## src/rtl/booth_pkg.sv

```systemverilog
// Shared definitions for the radix-2 Booth multiplier sequencer:
// FSM state encoding, default operand/counter widths, ALU op encoding.
package booth_pkg;

   localparam int N_DEF     = 16;  // operand width and iteration count
   localparam int CNT_W_DEF = 5;   // iteration counter width, 2**CNT_W > N

   // addsub encoding seen by the datapath adder/subtractor
   localparam logic ALU_ADD = 1'b1;
   localparam logic ALU_SUB = 1'b0;

   typedef enum logic [2:0] {
      IDLE  = 3'd0,
      LOAD  = 3'd1,
      CHECK = 3'd2,
      ADD   = 3'd3,
      SUB   = 3'd4,
      SHIFT = 3'd5,
      DONE  = 3'd6
   } state_e;

endpackage

```

## src/rtl/booth_ctrl_wdog.sv

```systemverilog
// Watchdog for booth_ctrl: counts SHIFT cycles since the last LOAD and
// flags when the count has gone past N without the iteration counter
// reporting zero. Only instantiated when BOOTH_CTRL_WDOG_EN is defined.
module booth_ctrl_wdog
   import booth_pkg::*;
#(
   parameter int N     = N_DEF,
   parameter int CNT_W = CNT_W_DEF
) (
   input  logic clk,
   input  logic rst,
   input  logic clr_i,      // LOAD cycle: restart the count
   input  logic shift_i,    // SHIFT cycle: one more iteration consumed
   output logic expired_o   // more than N shifts since LOAD
);

   // One spare bit so N+1 is representable for any legal N/CNT_W pair.
   localparam int WD_W = CNT_W + 1;

   logic [WD_W-1:0] cnt_q, cnt_d;

   assign expired_o = (cnt_q > WD_W'(N));

   // Next count: clear on LOAD, otherwise count shifts and saturate once expired.
   always_comb begin
      cnt_d = cnt_q;
      if (clr_i) begin
         cnt_d = '0;
      end else if (shift_i && !expired_o) begin
         cnt_d = cnt_q + 1'b1;
      end
   end

   // Count register with synchronous reset.
   always_ff @(posedge clk) begin
      if (rst) begin
         cnt_q <= '0;
      end else begin
         cnt_q <= cnt_d;
      end
   end

endmodule

```

## src/rtl/booth_ctrl.sv

```systemverilog
// Sequencing FSM for the radix-2 Booth multiplier datapath. Loads the
// operand registers and iteration counter, then steps CHECK / ADD|SUB /
// SHIFT until the counter reports zero, and pulses done.
// All outputs are Moore-decoded from the state register.
// Optional feature: define BOOTH_CTRL_WDOG_EN to add a shift-count
// watchdog that forces DONE with err=1 if the counter never reaches zero.
module booth_ctrl
   import booth_pkg::*;
#(
   parameter int N     = N_DEF,
   parameter int CNT_W = CNT_W_DEF
) (
   input  logic clk,
   input  logic rst,
   input  logic start_i,
   input  logic q0_i,
   input  logic qm1_i,
   input  logic eqz_i,
   output logic ld_a_o,
   output logic clr_a_o,
   output logic sft_a_o,
   output logic ld_q_o,
   output logic sft_q_o,
   output logic ld_m_o,
   output logic clr_ff_o,
   output logic addsub_o,
   output logic ld_cnt_o,
   output logic de_cnt_o,
   output logic busy_o,
   output logic done_o,
   output logic err_o
);

   // Reject a counter too narrow to hold the iteration count.
   if (2**CNT_W <= N) begin : g_bad_cfg
      $error("booth_ctrl: 2**CNT_W must exceed N");
   end

   state_e state_q, state_d;
   logic   wdog_expired;

`ifdef BOOTH_CTRL_WDOG_EN
   logic err_q, err_d;

   booth_ctrl_wdog #(
      .N     (N),
      .CNT_W (CNT_W)
   ) u_wdog (
      .clk       (clk),
      .rst       (rst),
      .clr_i     (state_q == LOAD),
      .shift_i   (state_q == SHIFT),
      .expired_o (wdog_expired)
   );

   // err is only meaningful alongside done.
   assign err_o = err_q && (state_q == DONE);

   // Remember that DONE was entered through the watchdog rather than eqz.
   always_ff @(posedge clk) begin
      if (rst) begin
         err_q <= 1'b0;
      end else begin
         err_q <= err_d;
      end
   end
`else
   assign wdog_expired = 1'b0;
   assign err_o        = 1'b0;
`endif

   // State register; reset lands in IDLE so every output decodes to 0.
   always_ff @(posedge clk) begin
      // NOTE: state registers use non-blocking assignment so every flop
      // samples the pre-edge value regardless of block evaluation order.
      if (rst) begin
         state_q <= IDLE;
      end else begin
         state_q <= state_d;
      end
   end

   // Next-state and Moore output decode.
   always_comb begin
      // NOTE: every signal gets a default first so no path through the
      // case statement leaves one unassigned and infers a latch.
      state_d  = state_q;
      ld_a_o   = 1'b0;
      clr_a_o  = 1'b0;
      sft_a_o  = 1'b0;
      ld_q_o   = 1'b0;
      sft_q_o  = 1'b0;
      ld_m_o   = 1'b0;
      clr_ff_o = 1'b0;
      addsub_o = ALU_SUB;
      ld_cnt_o = 1'b0;
      de_cnt_o = 1'b0;
      busy_o   = 1'b0;
      done_o   = 1'b0;
`ifdef BOOTH_CTRL_WDOG_EN
      err_d    = 1'b0;
`endif

      unique case (state_q)
         IDLE: begin
            if (start_i) state_d = LOAD;
         end
         LOAD: begin
            busy_o   = 1'b1;
            ld_m_o   = 1'b1;
            ld_q_o   = 1'b1;
            clr_a_o  = 1'b1;
            clr_ff_o = 1'b1;
            ld_cnt_o = 1'b1;
            state_d  = CHECK;
         end
         CHECK: begin
            busy_o = 1'b1;
            // Counter exhaustion wins over the bit pair.
            if (eqz_i) begin
               state_d = DONE;
            end else if (wdog_expired) begin
               state_d = DONE;
`ifdef BOOTH_CTRL_WDOG_EN
               err_d   = 1'b1;
`endif
            end else begin
               unique case ({q0_i, qm1_i})
                  2'b10:   state_d = SUB;
                  2'b01:   state_d = ADD;
                  default: state_d = SHIFT;
               endcase
            end
         end
         ADD: begin
            busy_o   = 1'b1;
            ld_a_o   = 1'b1;
            addsub_o = ALU_ADD;
            state_d  = SHIFT;
         end
         SUB: begin
            busy_o   = 1'b1;
            ld_a_o   = 1'b1;
            addsub_o = ALU_SUB;
            state_d  = SHIFT;
         end
         SHIFT: begin
            busy_o   = 1'b1;
            sft_a_o  = 1'b1;
            sft_q_o  = 1'b1;
            de_cnt_o = 1'b1;
            state_d  = CHECK;
         end
         DONE: begin
            // start is deliberately not looked at here; it is not queued.
            busy_o  = 1'b1;
            done_o  = 1'b1;
            state_d = IDLE;
         end
         default: begin
            state_d = IDLE;
         end
      endcase
   end

endmodule

```

## config.mk

```make
export PLATFORM = sky130hd
export DESIGN_NAME = booth_ctrl
export DESIGN_NICKNAME = d
export VERILOG_FILES = /design/src/rtl/booth_pkg.sv /design/src/rtl/booth_ctrl_wdog.sv /design/src/rtl/booth_ctrl.sv
export SDC_FILE = /design/constraint.sdc
export NUM_CORES = 1
export LEC_CHECK = 0
export BUFFER_PORTS_ARGS = -buffer_cell sky130_fd_sc_hd__buf_2
export CELL_PAD_IN_SITES_DETAIL_PLACEMENT = 1
export CELL_PAD_IN_SITES_GLOBAL_PLACEMENT = 1
export CORE_AREA = 2 2 39 41
export DETAILED_ROUTE_END_ITERATION = 6
export DIE_AREA = 0 0 41 43
export PLACE_DENSITY = 0.7
export SYNTH_ARGS = -nofsm -noshare
export SYNTH_HDL_FRONTEND = slang
export SYNTH_SLANG_ARGS = --single-unit
```

## constraint.sdc

```tcl
create_clock -name clk -period 1.7 [get_ports clk]
set_input_delay 0.255 -clock clk [delete_from_list [all_inputs] [get_ports clk]]
set_output_delay 0.255 -clock clk [all_outputs]
set_load 0.02 [all_outputs]
```

Word-level counts from Yosys, hierarchy flattened
Cells that the tools add are included.
{ "classes": {"eq_ne": 9, "muxes": 10, "n_reduce_logical": 4} }
{ "op_table": {"columns": ["op", "count"], "rows": [
  ["one-hot mux 3 bit (4 select lines)", 1],
  ["== test 3 bit (second input constant)", 3],
  ["== test 3 x 2 -> 1 bit (second input constant)", 2],
  ["2-to-1 mux 1 bit", 6],
  ["2-to-1 mux 3 bit", 2],
  ["one-hot mux 3 bit (2 select lines)", 1],
  ["OR reduction 6 bit", 1],
  ["OR reduction 2 bit", 2],
  ["== test 3 x 1 -> 1 bit (second input constant)", 1],
  ["zero test 3 bit", 1],
  ["== test 2 x 1 -> 1 bit (second input constant)", 1],
  ["== test 2 bit (second input constant)", 1],
  ["!= test 2 bit (second input constant)", 1]
]} }
{ "totals": {"regBits": 3, "out_inout_bits": 13, "elab_cells": 24} }

Logic depth before layout (Yosys ltp)
Gate-level depths: netlist of the first run.
{ "logic_depth": {"ltp_word": 4, "ltp_mapped": 4, "depth_no_buf": 3} }

Worst setup path after synthesis of the first run
Ideal clock, no wire load.
{ "synth_timing": {"kind": "reg-to-output", "from": "register state_q[1]", "to": "output port clr_ff_o", "t_arrival_ps": 1129, "t_required_ps": 1445, "slack_ps": 316, "path_stages_with_launch": 5, "path_buffers": 1, "cell_sequence": "dfxtp_1 > inv_1 > nand2_1 > nor2_1 > buf_4"} }
{ "synth_via": {"elab_chain_len": 2} }
{ "synth_rtl": {"columns": ["item", "line_no", "text"], "rows": [
  ["start: declaration", "booth_ctrl.sv:39", "state_e state_q, state_d;"],
  ["start signal: assignment", "booth_ctrl.sv:79", "state_q <= state_d;"],
  ["== test 3 x 1 -> 1 bit", null, null],
  ["2-to-1 mux 1 bit", null, null],
  ["end: declaration", "booth_ctrl.sv:25", "output logic clr_ff_o,"]
]} }
No other way between the ends.

Worst setup path in the final report of the first run
{ "layout_timing": {"from": "register state_q[1]", "to": "output port ld_a_o"} }
{ "layout_via": {"elab_chain_len": 3} }
{ "layout_rtl": {"columns": ["item", "line_no", "text"], "rows": [
  ["== test 3 bit / == test 3 x 2 -> 1 bit (equally long branches)", "booth_ctrl.sv:104", "unique case (state_q)"],
  ["OR reduction 2 bit (no line) *", null, null],
  ["2-to-1 mux 1 bit *", "booth_ctrl.sv:104", null],
  ["end: declaration", "booth_ctrl.sv:19", "output logic ld_a_o,"]
]} }
Every way passes the cells marked *; elsewhere a longest branch is shown, timed or not.

==> implementation parameters, run 1 <==
Parameter                              Value

Clock tree
  Number of sinks handled by clock tree synthesis    3
  Number of buffers inserted by post-CTS setup repair    0
  Number of CTS-inserted buffers    3
  CTS tree    yes
  Number of H-tree levels    1
  CTS root buffer    sky130_fd_sc_hd__clkbuf_4
  Clock-pin slew on the worst setup and hold paths    0.04 ns
  Number of buffers inserted by hold repair at cts    0
  CTS max path bufs    2
  Clock latency reported for the late side of the worst-skew pair    0.23 ns

Critical path
  Ordered list of cells on the worst path    nor2b_2, and2_2, o21bai_1, buf_2
  Cell depth of the worst flop-to-flop path    3
  Startpoint kind of the worst setup timing path    flop
  Endpoint arrival time on the critical path    between 1 and 1.5 ns
  Crit-path slowest cell    sky130_fd_sc_hd__dfxtp_1
  Max stage delay on crit path    ~0.43 ns
  Crit Path Max Fanout    7
  Type of the worst setup path    reg -> out
  Data required time at the worst endpoint    1.44 ns
  Kind of end point of the critical path    primary output

STA
  Fraction of the cycle the final worst path needs    0.922
  Max-slew violations    0
  Hold slack final    0.240 ns
  Clk_skew    roughly 0.00055 ns
  Unrepaired setup endpoints after global routing    no
  Final setup violation count    0
  Hold Fails Final Rpt    0
  Worst setup slack after layout    0.132 ns
  Post-layout minimum cycle time    1.57 ns
  Total negative slack    0 ns
  Max Clk Rate    638 MHz

Final layout
  Area growth from synthesis to layout    25.6%
  Flip-flop count of the largest register, all copies and words added    3
  Register with the most flip-flops    state_q
  Filler cells    between 150 and 200
  Nets@finish    57
  Number of diodes added for antenna fixing    0
  Final standard cell area without fillers    344 sq um
  Registers with the most flip-flops    state_q: 3 flops
  Share of final-layout standard cells stronger than drive strength 1    0.480

Power
  Peak ir drop on the vdd network    between 0.15 and 0.2 mV
  Int Power    0.213 mW
  Sequential Power Share    0.281
  Power Density    1000 nW/um^2
  Net switching fraction of the power    0.383
  Standby leakage power    0.190 nW
  Share of total power in the clock network    0.362
  Fraction of power consumed by combinational cells    0.357
  Reported net switching power    0.132 mW

GRT
  Vias in the first global route    256
  First-pass GRT wire length    slightly above 900 microns
  Largest net degree at the start of global routing    11
  Congestion Overflow GR    0
  Total global routing track utilization    0.0831
  Number of antenna violations at the first check in global routing    0

Routing
  Routed length per placed instance    9.48 microns
  Number of detailed-route iterations in the first pass    1
  Routed vias    275
  Initial drt markers    0
  Total DRC errors in the routed layout    0
  Remaining number of nets flagged by the antenna check after routing    0
  Avg Vias per Cell    4.17
  Total wire length after detailed routing    626 microns

Logic synthesis
  Synth Cell Area    around 270 sq um
  Post-synthesis cell type count    20
  Syn_area_per_cell    7.41 sq um
  Sequential element share of the synthesized area    0.219
  Net count after synthesis    43
  Cell count after synthesis    37
  Synth area leaders    sky130_fd_sc_hd__dfxtp_1 22%, sky130_fd_sc_hd__buf_4 19%, sky130_fd_sc_hd__nor2_1 8.2%
  Synth Warn #    0
  Yosys top cell area share    0.219
  Largest area contributor in the synthesized netlist    sky130_fd_sc_hd__dfxtp_1
  Post-synthesis register bit count    3

Die
  Floorplan die area    about 1800 sq um
  Std-Cell Rows    14
  I/O pins    19
  Initial cell density of the core    0.198
  Width of the die    41 microns
  Overall die height    43 microns
  Placeable core area    1380 sq um

Place
  Number of port buffers    17
  Cell area after placement    315 sq um
  Worst slack at placement    0.328 ns
  Weighted congestion reported at the end of routability-driven placement    0.745
  Total half-perimeter wirelength after legalization and detailed placement    494 microns

Min path
  Hold WC Path Type    in -> reg
  Instance count along the most critical hold path    2

Job
  Max-cap check violation count    0

Outcome
  Result of the run    finished clean
==> synth_stat cells, drive strengths merged <==
| library cell | instances |
|---|---|
| buf | 8 |
| nor2 | 6 |
| dfxtp | 3 |
| and3 | 2 |
| inv | 2 |
| nand2b | 2 |
| nor2b | 2 |
| a21oi | 1 |
| a2bb2oi | 1 |
| and2 | 1 |
| conb | 1 |
| nand2 | 1 |
| nor3 | 1 |
| o211ai | 1 |
| o21ai | 1 |
| o21bai | 1 |
| o41ai | 1 |
| or4 | 1 |
| or4b | 1 |
==> metal layers <==
metal  vias up  GRT usage  share of wire
met1       124     0.0924           0.39
met3         0          0          0.048
met2         8      0.113           0.56
met4         0      0.120              0
met5         -          0              0
li1        143          -              -
==> cell usage in the layout (no fill, tap or decap) <==
cell type                   netlist  layout
sky130_fd_sc_hd__a21oi_1          1       1
sky130_fd_sc_hd__a2bb2oi_1        1       1
sky130_fd_sc_hd__and2_2           1       1
sky130_fd_sc_hd__and3_2           2       2
sky130_fd_sc_hd__buf_2            0      17
sky130_fd_sc_hd__clkbuf_1         0       1
sky130_fd_sc_hd__clkbuf_4         0       3
sky130_fd_sc_hd__conb_1           1       1
sky130_fd_sc_hd__dfxtp_1          3       3
sky130_fd_sc_hd__inv_1            2       2
sky130_fd_sc_hd__nand2_1          1       1
sky130_fd_sc_hd__nand2b_1         2       2
sky130_fd_sc_hd__nor2_1           6       6
sky130_fd_sc_hd__nor2b_1          2       1
sky130_fd_sc_hd__nor2b_2          0       1
sky130_fd_sc_hd__nor3_1           1       1
sky130_fd_sc_hd__o211ai_1         1       1
sky130_fd_sc_hd__o21ai_0          1       1
sky130_fd_sc_hd__o21bai_1         1       1
sky130_fd_sc_hd__o41ai_1          1       1
sky130_fd_sc_hd__or4_1            1       1
sky130_fd_sc_hd__or4b_1           1       1
==> through the flow <==
step / util / power (mW) / std cells
6_report: 0.249 / 0.346 / 66
5_1_grt: 0.249 / 0.372 / 66
4_1_cts: 0.247 / 0.352 / 66
3_5_place_dp: 0.228 / 0.221 / 62
3_3_place_gp: 0.228 / 0.219 / 62
2_1_floorplan: - / 0.205 / 37
==> layout make-up <==
class                      instances  area (sq um)  area share
multi-input combinational         24           145       0.422
timing repair buffer              17          85.1       0.247
tap                               16          20.0      0.0582
clock buffer                       4          26.3      0.0764
sequential                         3          60.1       0.175
inverter                           2          7.51      0.0218
==> logic make-up after synthesis <==
| kind of cell | Yosys count | synth area share |
|---|---|---|
| DFF | 3 | 0.219 |
| and+or+nand+nor | 17 | 0.352 |
| AOI/OAI and AO/OA | 6 | 0.155 |
| other | 1 | 0.0137 |
| buffers and inverters | 10 | 0.260 |
==> worst max-delay path, delay by kind of cell, from the launching register on <==
family / cells / cell delay (ns)
compound gates: 1 / 0.09
flops: 1 / 0.43
simple gates: 2 / 0.38
buf+inv: 1 / 0.17
==> timing repair <==
action | in CTS | in global routing
gates resized for setup | 0 | 1
setup endpoints to repair | 0 | 1
endpoints found under the hold margin | 0 | 0
==> path summary, 6_finish.rpt <==
kind / start / endpoint / slack, ns
max: state_q[1]$_SDFFE_PP0P_ / ld_a_o / 0.13
max reg2reg: state_q[0]$_SDFFE_PP0P_ / state_q[2]$_SDFFE_PP0P_ / 0.46
min: rst / state_q[2]$_SDFFE_PP0P_ / 0.24
min reg2reg: state_q[0]$_SDFFE_PP0P_ / state_q[1]$_SDFFE_PP0P_ / 0.61
==> power groups by stage <==
stage	clock, mW	combinational, mW	sequential [mW]
2_1_floorplan	0	0.117	0.0882
3_3_place_gp	0	0.122	0.0973
4_1_cts	0.131	0.124	0.0969
3_5_place_dp	0	0.123	0.0978
6_report	0.125	0.123	0.0972
5_1_grt	0.138	0.134	0.0997
(Power assumes the default switching activity.)
==> run 2: changes to the inputs <==
--- a/config.mk
+++ b/config.mk
@@ -11,7 +11,7 @@
 export CORE_AREA = 2 2 39 41
 export DETAILED_ROUTE_END_ITERATION = 6
 export DIE_AREA = 0 0 41 43
-export PLACE_DENSITY = 0.7
+export PLACE_DENSITY = 0.74
 export SYNTH_ARGS = -nofsm -noshare
 export SYNTH_HDL_FRONTEND = slang
 export SYNTH_SLANG_ARGS = --single-unit
==> implementation parameters, run 2 (synthesized netlist as in run 1, its figures left out) <==
Parameter                              Value

Place
  Cell area after placement    315 sq um
  Worst slack at placement    0.368 ns
  Number of port buffers    17
  Weighted congestion reported at the end of routability-driven placement    0.740

Critical path
  Type of the worst setup path    reg -> out
  Crit Path Max Fanout    7
  Endpoint arrival time on the critical path    1.29 ns
  Kind of end point of the critical path    primary output
  Data required time at the worst endpoint    1.44 ns
  Startpoint kind of the worst setup timing path    flop

Min path
  Hold WC Path Type    in -> reg

Routing
  Number of detailed-route iterations in the first pass    4
  Total wire length after detailed routing    605 microns
  Total DRC errors in the routed layout    0
  Routed vias    282
  Avg Vias per Cell    4.27
  Top sig layer    met4
  Initial drt markers    4
  Met3 routed wirelength    57 microns
  Routed length per placed instance    9.17 microns
  Met1 layer wirelength in the final routing    272 microns
  Remaining number of nets flagged by the antenna check after routing    0
  Met2 Wirelength    258 microns

Die
  Floorplan die area    1760 sq um
  Width of the die    41 microns
  Overall die height    43 microns
  Placeable core area    1380 sq um
  Std-Cell Rows    14
  I/O pins    19
  Initial cell density of the core    0.198

Final layout
  Final standard cell area without fillers    approximately 340 sq um
  Commonest cells after routing, fill and taps aside    17 x sky130_fd_sc_hd__buf_2, 6 x sky130_fd_sc_hd__nor2_1, 3 x sky130_fd_sc_hd__clkbuf_4, 3 x sky130_fd_sc_hd__dfxtp_1
  Registers with the most flip-flops    state_q: 3 flops
  Register with the most flip-flops    state_q
  Flip-flop count of the largest register, all copies and words added    3
  Filler cells    approximately 190
  Nets@finish    57
  Share of final-layout standard cells stronger than drive strength 1    0.480
  Most frequent standard cell in the layout excluding fill and tap cells    sky130_fd_sc_hd__buf_2
  Number of diodes added for antenna fixing    0
  Share of the core filled with cells    0.249
  Area growth from synthesis to layout    25.6%

GRT
  Vias in the first global route    248
  First-pass GRT wire length    a little over 900 microns
  Number of antenna violations at the first check in global routing    0
  Largest net degree at the start of global routing    11
  Congestion Overflow GR    0
  Total global routing track utilization    0.0822

STA
  Total negative slack    0 ns
  Unrepaired setup endpoints after global routing    no
  Max Clk Rate    647 MHz
  Max-slew violations    0
  Worst setup slack after layout    0.153 ns
  Final setup violation count    0
  Fraction of the cycle the final worst path needs    0.910
  Hold Fails Final Rpt    0
  Post-layout minimum cycle time    1.55 ns
  Clk_skew    slightly above 0.0002 ns

Clock tree
  Number of buffers inserted by hold repair at cts    0
  Clock-pin slew on the worst setup and hold paths    0.04 ns
  Number of sinks handled by clock tree synthesis    3
  Clock latency reported for the late side of the worst-skew pair    0.23 ns
  CTS tree    yes
  CTS root buffer    sky130_fd_sc_hd__clkbuf_4
  Number of CTS-inserted buffers    3
  CTS max path bufs    2
  Number of H-tree levels    1

Job
  Max-cap check violation count    0

Power
  Standby leakage power    0.190 nW
  Final Total Pwr    ~0.34 mW
  Power Density    1000 nW/um^2
  Peak ir drop on the vdd network    0.245 mV

Outcome
  Result of the run    finished clean
==> run 2: cell counts in the layout (fill, tap and decap cells not counted) <==
Identical to the previous run, type by type.
==> run 2: through the flow <==
step	hold slack, ns	std cells
2_1_floorplan	0.327	37
3_3_place_gp	0.487	62
3_5_place_dp	0.482	62
4_1_cts	0.233	66
5_1_grt	0.233	66
6_report	0.240	66
==> run 2: worst paths after layout <==
| check | to | startpoint | slack (ns) | cells past startpoint |
|---|---|---|---|---|
| max | ld_a_o | state_q[1]$_SDFFE_PP0P_ | 0.15 | 4 |
| min reg2reg | state_q[1]$_SDFFE_PP0P_ | state_q[0]$_SDFFE_PP0P_ | 0.60 | 2 |
| max reg2reg | state_q[2]$_SDFFE_PP0P_ | state_q[0]$_SDFFE_PP0P_ | 0.48 | 3 |
| min | state_q[2]$_SDFFE_PP0P_ | rst | 0.24 | 2 |
==> run 2: area by class of cell <==
| cell class | count | area (sq um) | share of cell area |
|---|---|---|---|
| Timing Repair Buffer | 17 | 85.1 | 0.247 |
| Inverter | 2 | 7.51 | 0.0218 |
| Clock buffer | 4 | 26.3 | 0.0764 |
| Multi-Input combinational cell | 24 | 145 | 0.422 |
| Tap cell | 16 | 20.0 | 0.0582 |
| Sequential cell | 3 | 60.1 | 0.175 |
==> run 2: layer usage <==
metal / vias up / GRT usage
met2: 16 / 0.109
li1: 143 / -
met3: 2 / 0.0314
met5: - / 0
met4: 0 / 0.0800
met1: 121 / 0.0927
==> run 2: repair_timing <==
item                                   in CTS  in global routing
endpoints found under the hold margin       0                  0
setup buffers                               0                  0
setup endpoints to repair                   0                  1
gates resized for setup                     0                  1
==> run 2: worst max-delay path: stages (launching register included) <==
cell and delay (ns):
sky130_fd_sc_hd__dfxtp_1 0.42, sky130_fd_sc_hd__nor2b_2 0.21, sky130_fd_sc_hd__and2_2 0.16, sky130_fd_sc_hd__o21bai_1 0.09
sky130_fd_sc_hd__buf_2 0.17
==> run 2: power by group <==
group / leakage [nW] / switching, mW / internal [mW]
clock: 0.0150 / 0.0384 / 0.0881
sequential: 0.0247 / 0.0159 / 0.0796
combinational: 0.150 / 0.0771 / 0.0458
==> run 3: changes to the inputs <==
--- a/config.mk
+++ b/config.mk
@@ -11,6 +11,7 @@
 export CORE_AREA = 2 2 39 41
 export DETAILED_ROUTE_END_ITERATION = 6
 export DIE_AREA = 0 0 41 43
+export GPL_TIMING_DRIVEN = 0
 export PLACE_DENSITY = 0.74
 export SYNTH_ARGS = -nofsm -noshare
 export SYNTH_HDL_FRONTEND = slang
==> implementation parameters, run 3 (synthesized netlist as in run 1, its figures left out) <==
Parameter                              Value

Routing
  Initial drt markers    0
  Avg Vias per Cell    about 4.2
  Remaining number of nets flagged by the antenna check after routing    0
  Routed vias    about 310
  Routed length per placed instance    a little under 9 microns
  Total DRC errors in the routed layout    0
  Number of detailed-route iterations in the first pass    1
  Total wire length after detailed routing    approximately 650 microns

Final layout
  Share of final-layout standard cells stronger than drive strength 1    0.586
  Number of diodes added for antenna fixing    0
  Area growth from synthesis to layout    50.2%
  Nets@finish    65
  Registers with the most flip-flops    state_q: 3 flops
  Share of the core filled with cells    0.297
  Register with the most flip-flops    state_q
  Most frequent standard cell in the layout excluding fill and tap cells    sky130_fd_sc_hd__buf_2
  Final Instance Count excl. Fillers    74
  Flip-flop count of the largest register, all copies and words added    3
  Commonest cells after routing, fill and taps aside    17 x sky130_fd_sc_hd__buf_2, 7 x sky130_fd_sc_hd__buf_4, 5 x sky130_fd_sc_hd__nor2_1
  Final standard cell area without fillers    412 sq um

Clock tree
  Number of sinks handled by clock tree synthesis    3
  CTS max path bufs    2
  Number of H-tree levels    1
  Clock latency reported for the late side of the worst-skew pair    0.23 ns
  Number of CTS-inserted buffers    3
  CTS tree    yes
  CTS root buffer    sky130_fd_sc_hd__clkbuf_4
  Clock-pin slew on the worst setup and hold paths    0.04 ns
  Number of buffers inserted by post-CTS setup repair    0

Place
  Placed Cells incl. Taps    70
  Number of port buffers    17
  Weighted congestion reported at the end of routability-driven placement    between 0.7 and 0.8
  Cell area after placement    379 sq um
  Worst slack at placement    0.323 ns

Die
  Placeable core area    1380 sq um
  I/O pins    19
  Overall die height    approximately 43 microns
  Width of the die    41 microns
  Floorplan die area    1760 sq um
  Std-Cell Rows    14
  Initial cell density of the core    0.198

Power
  Peak ir drop on the vdd network    between 0.2 and 0.25 mV
  Final Total Pwr    between 0.3 and 0.4 mW
  Standby leakage power    0.233 nW
  Power Density    917 nW/um^2

Critical path
  Crit Path Max Fanout    8
  Endpoint arrival time on the critical path    around 1.3 ns
  Data required time at the worst endpoint    between 1 and 1.5 ns
  Kind of end point of the critical path    primary output
  Worst reg-to-reg setup slack    0.45 ns
  Type of the worst setup path    reg -> out
  Startpoint kind of the worst setup timing path    flop

STA
  Final setup violation count    0
  Max-slew violations    0
  Post-layout minimum cycle time    1.54 ns
  Total negative slack    0 ns
  Hold Fails Final Rpt    0
  Max Clk Rate    between 600 and 700 MHz
  Hold slack final    0.246 ns
  Fraction of the cycle the final worst path needs    0.906
  Clk_skew    about 0.0021 ns
  Unrepaired setup endpoints after global routing    no
  Worst setup slack after layout    roughly 0.16 ns

GRT
  Largest net degree at the start of global routing    11
  Total global routing track utilization    0.0992
  First-pass GRT wire length    1150 microns
  Number of antenna violations at the first check in global routing    0
  Vias in the first global route    slightly below 300
  Congestion Overflow GR    0

Outcome
  Result of the run    finished clean

Min path
  Hold WC Path Type    in -> reg

Job
  Max-cap check violation count    0
==> run 3: timing repair <==
action / in CTS / in global routing
gates resized for setup: 0 / 3
setup endpoints to repair: 0 / 5
hold buffers: 0 / 0
==> run 3: routing by layer <==
| layer | share of wire | up-vias | GRT usage |
|---|---|---|---|
| met5 | 0 | - | 0 |
| met4 | 0 | 0 | 0.0800 |
| met3 | 0.080 | 0 | 0.0471 |
| met2 | 0.46 | 14 | 0.134 |
| met1 | 0.45 | 136 | 0.112 |
| li1 | - | 159 | - |
==> run 3: final cells by class <==
type,count,area (sq um)
fillers,179,972
multi-input cells,24,148
repair buffers,17,85.1
plain buffers,8,63.8
flip-flops and latches,3,61.3
clock buffers,4,26.3
well taps,16,20.0
inverters,2,7.51
==> run 3: critical path, cell delays in order (launching register included) <==
cell	delay (ns)
sky130_fd_sc_hd__dfxtp_1	0.46
sky130_fd_sc_hd__nor2b_2	0.09
sky130_fd_sc_hd__and2_2	0.20
sky130_fd_sc_hd__o21bai_1	0.14
sky130_fd_sc_hd__buf_2	0.16
==> run 3: path summary, 6_finish.rpt <==
check,to,depth (start not counted),start
hold reg to reg,state_q[2]$_SDFFE_PP0P_,2,state_q[1]$_SDFFE_PP0P_
setup / recovery,ld_a_o,4,state_q[2]$_SDFFE_PP0P_
hold / removal,state_q[2]$_SDFFE_PP0P_,2,rst
setup reg to reg,state_q[2]$_SDFFE_PP0P_,4,state_q[0]$_SDFFE_PP0P_
==> run 3: power breakdown <==
part           switching, mW  total [mW]  leakage, nW  internal (mW)
Combinational         0.0900       0.162        0.193         0.0720
Sequential            0.0115      0.0917       0.0251         0.0802
Clock                 0.0358       0.124       0.0150         0.0879
Total                  0.137       0.377        0.233          0.240
